==> src/rtl/mem_param_pkg.sv <==
// Shared types and limits for the parametrised scratch memory.
package mem_param_pkg;

   typedef enum logic {CLEAR, READY} mem_state_e;

   localparam int unsigned RD_LAT_MIN = 1;
   localparam int unsigned RD_LAT_MAX = 4;

endpackage

==> src/rtl/mem_param_if.sv <==
// Command/response bundle between a memory master and mem_param.
interface mem_param_if #(
   parameter int unsigned DATA_WIDTH = 8,
   parameter int unsigned ADDR_WIDTH = 5
);
   logic                  write;
   logic                  read;
   logic [ADDR_WIDTH-1:0] addr;
   logic [DATA_WIDTH-1:0] data_in;
   logic [DATA_WIDTH-1:0] data_out;
   logic                  rd_valid;
   logic                  busy;
   logic                  err;

   modport master (
      output write, read, addr, data_in,
      input  data_out, rd_valid, busy, err
   );

   modport slave (
      input  write, read, addr, data_in,
      output data_out, rd_valid, busy, err
   );
endinterface

==> src/rtl/mem_rd_pipe.sv <==
// Read-return shift register: STAGES registers of valid bit plus data,
// valid chain flushed synchronously on reset.
module mem_rd_pipe #(
   parameter int unsigned DATA_WIDTH = 8,
   parameter int unsigned STAGES     = 1
) (
   input  logic                  clk,
   input  logic                  reset,
   input  logic                  i_valid,
   input  logic [DATA_WIDTH-1:0] i_data,
   output logic                  o_valid,
   output logic [DATA_WIDTH-1:0] o_data
);
   logic [STAGES-1:0]     r_valid;
   logic [DATA_WIDTH-1:0] r_data [STAGES];

   always_ff @(posedge clk) begin
      if (reset) begin
         r_valid <= '0;
      end else begin
         r_valid[0] <= i_valid;
         for (int i = 1; i < STAGES; i++) begin
            r_valid[i] <= r_valid[i-1];
         end
      end
   end

   // Data needs no reset; only the valid chain qualifies it.
   always_ff @(posedge clk) begin
      r_data[0] <= i_data;
      for (int i = 1; i < STAGES; i++) begin
         r_data[i] <= r_data[i-1];
      end
   end

   assign o_valid = r_valid[STAGES-1];
   assign o_data  = r_data[STAGES-1];
endmodule

==> src/rtl/mem_param.sv <==
// Parametrised single-port RAM with optional post-reset clear, configurable
// read latency with a valid strobe, and a registered error strobe.
module mem_param
   import mem_param_pkg::*;
#(
   parameter int unsigned DATA_WIDTH     = 8,
   parameter int unsigned DEPTH          = 32,
   parameter int unsigned RD_LAT         = 1,
   parameter int unsigned CLEAR_ON_RESET = 1
) (
   input logic        clk,
   input logic        reset,
   mem_param_if.slave bus
);
   localparam int unsigned ADDR_WIDTH = $clog2(DEPTH);

   if (RD_LAT < RD_LAT_MIN || RD_LAT > RD_LAT_MAX || DEPTH < 2) begin : g_bad_param
      $fatal(1, "mem_param: RD_LAT must be within 1..4 and DEPTH at least 2");
   end

   logic [DATA_WIDTH-1:0] r_mem [DEPTH];
   mem_state_e            r_state;
   logic [ADDR_WIDTH-1:0] r_clr_ptr;
   logic [DATA_WIDTH-1:0] r_data_out;
   logic                  r_rd_valid;
   logic                  r_err;

   logic                  w_ready;
   logic                  w_in_range;
   logic                  w_wr_ok;
   logic                  w_rd_ok;
   logic                  w_bad;
   logic [DATA_WIDTH-1:0] w_rd_data;
   logic                  w_pipe_valid;
   logic [DATA_WIDTH-1:0] w_pipe_data;

   assign w_ready    = (r_state == READY);
   assign w_in_range = (32'(bus.addr) < DEPTH);
   assign w_wr_ok    = w_ready & bus.write & ~bus.read & w_in_range;
   assign w_rd_ok    = w_ready & bus.read & ~bus.write & w_in_range;
   // Any command that is not a legal access counts as an error.
   assign w_bad      = (bus.write | bus.read) & ~(w_wr_ok | w_rd_ok);
   assign w_rd_data  = r_mem[bus.addr];

   always_ff @(posedge clk) begin
      if (!reset) begin
         if (r_state == CLEAR) begin
            r_mem[r_clr_ptr] <= '0;
         end else if (w_wr_ok) begin
            r_mem[bus.addr] <= bus.data_in;
         end
      end
   end

   always_ff @(posedge clk) begin
      if (reset) begin
         r_state    <= (CLEAR_ON_RESET != 0) ? CLEAR : READY;
         r_clr_ptr  <= '0;
         r_data_out <= '0;
         r_rd_valid <= 1'b0;
         r_err      <= 1'b0;
      end else begin
         r_err      <= w_bad;
         r_rd_valid <= w_pipe_valid;
         if (w_pipe_valid) begin
            r_data_out <= w_pipe_data;
         end
         if (r_state == CLEAR) begin
            r_clr_ptr <= r_clr_ptr + ADDR_WIDTH'(1);
            if (r_clr_ptr == ADDR_WIDTH'(DEPTH - 1)) begin
               r_state <= READY;
            end
         end
      end
   end

   // RD_LAT-1 pipe stages after the sampling register, then the data_out register.
   mem_rd_pipe #(
      .DATA_WIDTH (DATA_WIDTH),
      .STAGES     (RD_LAT)
   ) u_rd_pipe (
      .clk     (clk),
      .reset   (reset),
      .i_valid (w_rd_ok),
      .i_data  (w_rd_data),
      .o_valid (w_pipe_valid),
      .o_data  (w_pipe_data)
   );

   assign bus.data_out = r_data_out;
   assign bus.rd_valid = r_rd_valid;
   assign bus.busy     = (r_state == CLEAR);
   assign bus.err      = r_err;
endmodule

==> src/flat_wrapper.sv <==
// flat-port wrapper written by rule: the top's interface ports become plain ports
module mem_param_flat import mem_param_pkg::*;
#(
   parameter int unsigned DATA_WIDTH     = 8,
   parameter int unsigned DEPTH          = 32,
   parameter int unsigned RD_LAT         = 1,
   parameter int unsigned CLEAR_ON_RESET = 1
)
  (clk, reset, bus_write, bus_read, bus_addr, bus_data_in, bus_data_out, bus_rd_valid, bus_busy, bus_err);
  mem_param_if #(.DATA_WIDTH(DATA_WIDTH), .ADDR_WIDTH(5)) bus_i ();
  input logic clk;
  input logic reset;
  input wire logic [$bits(bus_i.write)-1:0] bus_write;
  input wire logic [$bits(bus_i.read)-1:0] bus_read;
  input wire logic [$bits(bus_i.addr)-1:0] bus_addr;
  input wire logic [$bits(bus_i.data_in)-1:0] bus_data_in;
  output wire logic [$bits(bus_i.data_out)-1:0] bus_data_out;
  output wire logic [$bits(bus_i.rd_valid)-1:0] bus_rd_valid;
  output wire logic [$bits(bus_i.busy)-1:0] bus_busy;
  output wire logic [$bits(bus_i.err)-1:0] bus_err;
  assign bus_i.write = bus_write;
  assign bus_i.read = bus_read;
  assign bus_i.addr = bus_addr;
  assign bus_i.data_in = bus_data_in;
  assign bus_data_out = bus_i.data_out;
  assign bus_rd_valid = bus_i.rd_valid;
  assign bus_busy = bus_i.busy;
  assign bus_err = bus_i.err;
  mem_param #(.DATA_WIDTH(DATA_WIDTH), .DEPTH(DEPTH), .RD_LAT(RD_LAT), .CLEAR_ON_RESET(CLEAR_ON_RESET)) u_core (.clk(clk), .reset(reset), .bus(bus_i));
endmodule
==> config.mk <==
export PLATFORM = sky130hd
export DESIGN_NAME = mem_param_flat
export DESIGN_NICKNAME = d
export VERILOG_FILES = /design/src/rtl/mem_param_pkg.sv /design/src/rtl/mem_param_if.sv /design/src/rtl/mem_rd_pipe.sv /design/src/rtl/mem_param.sv /design/src/flat_wrapper.sv
export SDC_FILE = /design/constraint.sdc
export NUM_CORES = 1
export LEC_CHECK = 0
export ABC_CLOCK_PERIOD_IN_PS = 3300
export CELL_PAD_IN_SITES_DETAIL_PLACEMENT = 0
export CELL_PAD_IN_SITES_GLOBAL_PLACEMENT = 1
export CORE_ASPECT_RATIO = 1.5
export CORE_UTILIZATION = 49
export DETAILED_ROUTE_END_ITERATION = 8
export PLACE_DENSITY = 0.72
export SLEW_MARGIN = 20
export SYNTH_ARGS = -nofsm -noshare
export SYNTH_HDL_FRONTEND = slang
export SYNTH_HIERARCHICAL = 1
export SYNTH_SLANG_ARGS = --single-unit
export TNS_END_PERCENT = 10
==> constraint.sdc <==
create_clock -name clk -period 3.3 [get_ports clk]
set_clock_uncertainty 0.1 [all_clocks]
set_input_delay 0.66 -clock clk [delete_from_list [all_inputs] [get_ports clk]]
set_output_delay 0.66 -clock clk [all_outputs]
set_load 0.005 [all_outputs]
-- Word-level counts from Yosys, hierarchy flattened
Memories as Yosys holds them, arrays and structs flattened. A register that Yosys moved wholly into a read port is not among the register bits.
Index checks and enable logic that the tools add are counted.
- flip-flop bits (word level): 9
- bits in latches: 0
- bits in writable memories: 264
- bits in read-only memories: 0
- bits of input ports: 17
- word-level logic and storage cells: 33
- memories kept: 2
- memory list (name ; words ; width ; read ports ; clocked after memory_dff ; wr ports ; RTL line ; text):
    u_core.r_mem ; 32 ; 8 ; 1 ; 0 ; 1 ; mem_param.sv:21 ; logic [DATA_WIDTH-1:0] r_mem [DEPTH];
    u_core.u_rd_pipe.r_data ; 1 ; 8 ; 1 ; 1 ; 1 ; mem_rd_pipe.sv:15 ; logic [DATA_WIDTH-1:0] r_data [STAGES];
- add/sub/neg operators: 1
- multipliers: 0
- divide/modulo/power cells: 0
- magnitude comparators: 0
- eq/ne operators: 1
- shift-type cells: 0
- mux-type cells: 12
- bitwise operators: 11
- reductions and logical operators: 1
- operators by type and width (kind ; number):
    1-bit 2-to-1 mux ; 10
    8-bit 2-to-1 mux ; 1
    8-bit OR reduction ; 1
    5-bit by 1-bit adder with 5-bit output (second input constant) ; 1
    1-bit bitwise AND ; 5
    5-bit equality test (second input constant) ; 1
    5-bit 2-to-1 mux ; 1
    1-bit inverter ; 4
    1-bit bitwise OR ; 2

-- Longest topological paths before layout
- depth in word-level cells: 8
- mapped depth: 6
- gate-level depth less buffers: 5

-- Hierarchy
Netlist, hierarchy kept.
- modules (own cells, without submodules) (module ; instances ; cells an instance ; area an instance (um^2) ; sequential area each (um^2)):
    mem_param ; 1 ; 493 ; 10747.8 ; 8007.7
    mem_rd_pipe ; 1 ; 10 ; 193.9 ; 180.2

-- Worst setup path before layout
OpenSTA, ideal clock, no wires.
- path type: in2reg
- from: in reset
- to: mem u_core.r_mem[23][0] (enable)
- library setup time: 0.395 ns
- data arrival time: 2.825 ns
- slack: -0.020 ns
- cell stages on the path: 6
- buffers on the path: 3
- cells stage by stage: clkbuf_1 -> nor4bb_1 -> buf_2 -> mux2_2 -> clkbuf_1 -> nor4_1
- cells in the longest elaborated chain, start to end: 4
- elaborated cells between the ends (all ways): 7
- classes of those cells: mux: 6; reduce/logical: 1
- RTL lines (what ; RTL line ; text):
    start, declared ; flat_wrapper.sv:12 ; input logic reset;
    1-bit 2-to-1 mux ; mem_param.sv:46 ; if (!reset) begin
    1-bit 2-to-1 mux (implied by the code) ; mem_param.sv:50 ; r_mem[bus.addr] <= bus.data_in;
    8-bit OR reduction (no line) ; -- ;
    5-bit 2-to-1 mux (no line) or 1-bit 2-to-1 mux (tied branches) ; -- ;
    end, declared ; mem_param.sv:21 ;
Parallel ways exist; a longest one is shown, timed or not.

-- Worst setup path in the final report
- from: in bus_read
- to: mem u_core.r_mem[1][7] (enable)
- cells in the longest elaborated chain, start to end: 8
- elaborated cells between the ends (all ways): 9
- classes of those cells: mux: 6; bitwise: 2; reduce/logical: 1
- RTL lines (what ; RTL line ; text):
    start, declared ; flat_wrapper.sv:14 ; input wire logic [$bits(bus_i.read)-1:0] bus_read;
    1-bit inverter (*) ; mem_param.sv:39 ; assign w_wr_ok = w_ready & bus.write & ~bus.read & w_in_range;
    1-bit bitwise AND (*) ; mem_param.sv:39 ;
    1-bit 2-to-1 mux (*) ; mem_param.sv:49 ; end else if (w_wr_ok) begin
    1-bit 2-to-1 mux (*) ; mem_param.sv:47 ; if (r_state == CLEAR) begin
    1-bit 2-to-1 mux (*) ; mem_param.sv:46 ;
    1-bit 2-to-1 mux (implied by the code) (*) ; mem_param.sv:50 ;
    8-bit OR reduction (no line) ; -- ;
    5-bit 2-to-1 mux (no line) or 1-bit 2-to-1 mux (tied branches) ; -- ;
Mark *: on every way between the ends. The rest lies on a longest branch, timed or not.

==> impl_metrics.csv <==
group,metric,value,unit
logic_synthesis,yosys_warnings,6,
global_routing,grtUsageMet1,28.35,%
placed_design,numPortBuffers,27,
floorplan,die_w,124.0,um
clock_tree,insertion_delay,0.53,ns
timing,rsz0062_at_grt,"no",
power,p_leak,3.639,nW
timing,tightestPinTransition,1.019,ns
clock_tree,cts.clk_slew.worst_paths,0.07,ns
route,wl,24240,um
global_routing,gr-usage-met3,2.771,%
floorplan,num_rows,66,
setup_path,critPathMaxFanout,16,
setup_path,cp_top_family,"buffers and inverters",
route,viasPerCell,6.010,
flow_run,maxCapViolations,0,
placed_design,dp_hpwl,15770,um
timing,finalCritPeriodShare,90.69,%
setup_path,r2r-start,"u_core/r_state",
logic_synthesis,ys_seq_area_share,74.83,%
global_routing,met2_usage,39.22,%
route,vias,5331,
final_layout,drive_gt1_share,33.01,%
timing,min_period,2.993,ns
setup_path,reg2regPathDepth,6,
setup_path,crit_type,"input port to flop",
timing,fin_hold_ws,0.3746,ns
timing,setup_viol,0,
min_path,hold_depth,2,
route,dr.pass1.iters,5,
final_layout,nets,616,
power,power.density,555.3,nW/um2
clock_tree,cts_resized,0,
clock_tree,tritoncts,"done",
power,power,0.007103,W
setup_path,crit_arrival,3.13,ns
logic_synthesis,syn_area,10940,um2
global_routing,busiest_layer,"met2",
route,drt_iter0_drc,454,
timing,drv_slew,0,
setup_path,crit_path_top_delay_cell,"nor4_1",
floorplan,core-area,21800,um2
clock_tree,cts_hold_buf,0,
global_routing,grt_first_pass_wirelength,36060,um
min_path,hold_class,"flop to flop",
global_routing,grt_overflow,0,
route,wl_per_cell,27.32,um
timing,slew-limit-headroom,30.10,%
clock_tree,htreeDepth,1,
min_path,hp-start,"u_core/u_rd_pipe/r_data[0][7]",
clock_tree,cts_buffer_depth,3,
setup_path,slowest_delay,0.61,ns
logic_synthesis,syn_area_per_cell,21.75,um2
placed_design,gp_congestion,0.8014,
floorplan,start_util,50.19,%
global_routing,grt_pass1_vias,5613,
clock_tree,numClockSinks,281,
final_layout,syn_to_final_growth,16.91,%
timing,hold_viol,0,
global_routing,antenna_found_initial,0,
setup_path,path_buf_inv,4,
run_status,status,"completed",
logic_synthesis,synth_nets,522,
setup_path,crit_chain,"clkdlybuf4s50_1 > nor4bb_2 > buf_4 > buf_4 > mux2_2 > nor4_1 > buf_4",
global_routing,grt_max_degree,33,
clock_tree,cts_root_buffer,"clkbuf_16",
setup_path,cp-start-kind,"input port",
power,ir_drop,0.3865,mV
setup_path,critPathRequiredTime,3.44,ns
clock_tree,postCtsSetupRepairBufs,0,
timing,finalSetupTns,0,ns
logic_synthesis,synth_cell_types,28,
global_routing,track_usage,22.52,%
floorplan,dieHeight,185.0,um
clock_tree,cts_made_buffers,25,
logic_synthesis,syn_inst,503,
setup_path,rrSetupSlack,0.53,ns
floorplan,pin_count,28,
logic_synthesis,ys_ff_latch,281,
final_layout,antenna_cells,0,
floorplan,die-area,22940,um2
setup_path,rr_endpoint,"u_core/r_mem[1][7]",
setup_path,worst-path-stages,7,
setup_path,cp-end-kind,"flop",
route,drcViolationCount,0,
route,postRouteAntennaNets,0,
timing,fmaxAchievable,334.1,MHz
min_path,hold_end,"u_core/bus.data_out[7]",
setup_path,path_common_cell,"buf_4",
[worst max-delay path by stage]
stage	startpoint	endpoint	slack, ns
after global placement	bus_read	u_core/r_mem[17][0]	-0.19
after detailed placement	bus_read	u_core/r_mem[17][1]	-0.17
after global routing	bus_read	u_core/r_mem[1][0]	0.21
after CTS	bus_read	u_core/r_mem[17][1]	0.36
after floorplan	reset	u_core/r_mem[23][0]	-0.02
final	bus_read	u_core/r_mem[1][7]	0.31
[power by group]
part / switching (W) / internal (W) / total [W]
Combinational: 0.000144 / 0.000136 / 0.000281
Clock: 0.00124 / 0.00171 / 0.00295
Sequential: 0.0000153 / 0.00386 / 0.00387
[per-layer routing]
| layer | routed length, um | part of all wire (%) | up-vias |
|---|---|---|---|
| met1 | 9361 | 39 | 2812 |
| met3 | 1148 | 4.7 | 47 |
| li1 | - | - | 2298 |
| met4 | 859 | 3.5 | 0 |
| met5 | 0 | 0 | - |
| met2 | 12870 | 53 | 174 |
[flip-flops by register name (all words and copies together) (netlist names)]
signal                    flops
u_core/bus.err                1
u_core/bus.data_out           8
u_core/bus.rd_valid           1
u_core/u_rd_pipe/r_data       8
u_core/u_rd_pipe/o_valid      1
u_core/r_clr_ptr              5
u_core/r_mem                256
u_core/r_state                1
[metrics by stage]
| stage | setup slack, ns | utilization, % | instances | instance area [um2] |
|---|---|---|---|---|
| after global placement | -0.1944 | 54.87 | 842 | 11960 |
| final | 0.3071 | 58.68 | 887 | 12790 |
| after detailed placement | -0.1724 | 54.87 | 842 | 11960 |
| after CTS | 0.3596 | 58.68 | 887 | 12790 |
| after floorplan | -0.01982 | - | 503 | 10940 |
| after global routing | 0.2130 | 58.68 | 887 | 12790 |
[synth_stat cells]
master | n | area share [%]
mux4_2 | 80 | 16
buf_1 | 2 | 0.069
dfxtp_1 | 25 | 4.6
xor2_1 | 2 | 0.16
a21o_1 | 1 | 0.069
and2_1 | 8 | 0.46
a21oi_1 | 1 | 0.046
o21bai_1 | 1 | 0.069
nand2_1 | 3 | 0.10
mux2i_1 | 15 | 1.4
buf_2 | 5 | 0.23
nor4bb_1 | 2 | 0.18
nor3b_1 | 1 | 0.069
inv_1 | 1 | 0.034
nor4_1 | 32 | 1.8
buf_6 | 5 | 0.51
edfxtp_1 | 256 | 70
xnor2_1 | 1 | 0.080
mux2_2 | 11 | 1.1
nor2b_4 | 1 | 0.13
clkbuf_1 | 19 | 0.65
and3_1 | 1 | 0.057
nand2b_1 | 1 | 0.057
nand4b_1 | 2 | 0.16
o21ai_0 | 1 | 0.046
nor2b_1 | 6 | 0.34
ha_1 | 2 | 0.23
nor2_1 | 18 | 0.62
[logic make-up (layout without fill, tap and decap cells)]
family | after synthesis | in the layout | share of synthesized area (%)
simple gates | 75 | 75 | 4.002
buf+inv | 32 | 144 | 1.498
fa+ha+maj | 2 | 2 | 0.2287
mux | 106 | 106 | 18.97
compound gates | 4 | 4 | 0.2287
xor+xnor | 3 | 3 | 0.2402
flops | 281 | 281 | 74.83
[worst register-to-register path: cells and delay by family (launching register included)]
| kind | cells | cell delay, ns |
|---|---|---|
| DFF | 1 | 0.35 |
| buffers and inverters | 3 | 0.62 |
| and+or+nand+nor | 2 | 0.92 |
| muxes | 1 | 0.49 |
[layout make-up]
class	instances	area [um2]
Multi-Input combinational cell	190	2596
Sequential cell	281	8188
Clock buffer	29	640.6
Timing Repair Buffer	98	833.3
Tap cell	272	340.3
Clock inverter	16	190.2
Fill cell	1548	9009
Inverter	1	3.754
[placed cells by master, fill, tap and decap left out, types with 2 or more instances in the layout]
| cell type | synthesis | layout |
|---|---|---|
| nor2_1 | 18 | 18 |
| xor2_1 | 2 | 2 |
| buf_4 | 0 | 69 |
| clkbuf_1 | 19 | 4 |
| edfxtp_1 | 256 | 256 |
| nand4b_1 | 2 | 2 |
| ha_1 | 2 | 2 |
| clkbuf_16 | 0 | 25 |
| inv_6 | 0 | 2 |
| nor4_1 | 32 | 32 |
| bufinv_16 | 0 | 4 |
| mux2_2 | 11 | 11 |
| nand2_1 | 3 | 3 |
| and2_1 | 8 | 8 |
| clkinvlp_4 | 0 | 3 |
| clkdlybuf4s50_1 | 0 | 25 |
| clkinv_1 | 0 | 4 |
| dfxtp_1 | 25 | 25 |
| mux2i_1 | 15 | 15 |
| nor2b_1 | 6 | 6 |
| clkinv_2 | 0 | 3 |
| buf_12 | 0 | 3 |
| mux4_2 | 80 | 80 |
(Power assumes the default switching activity.)
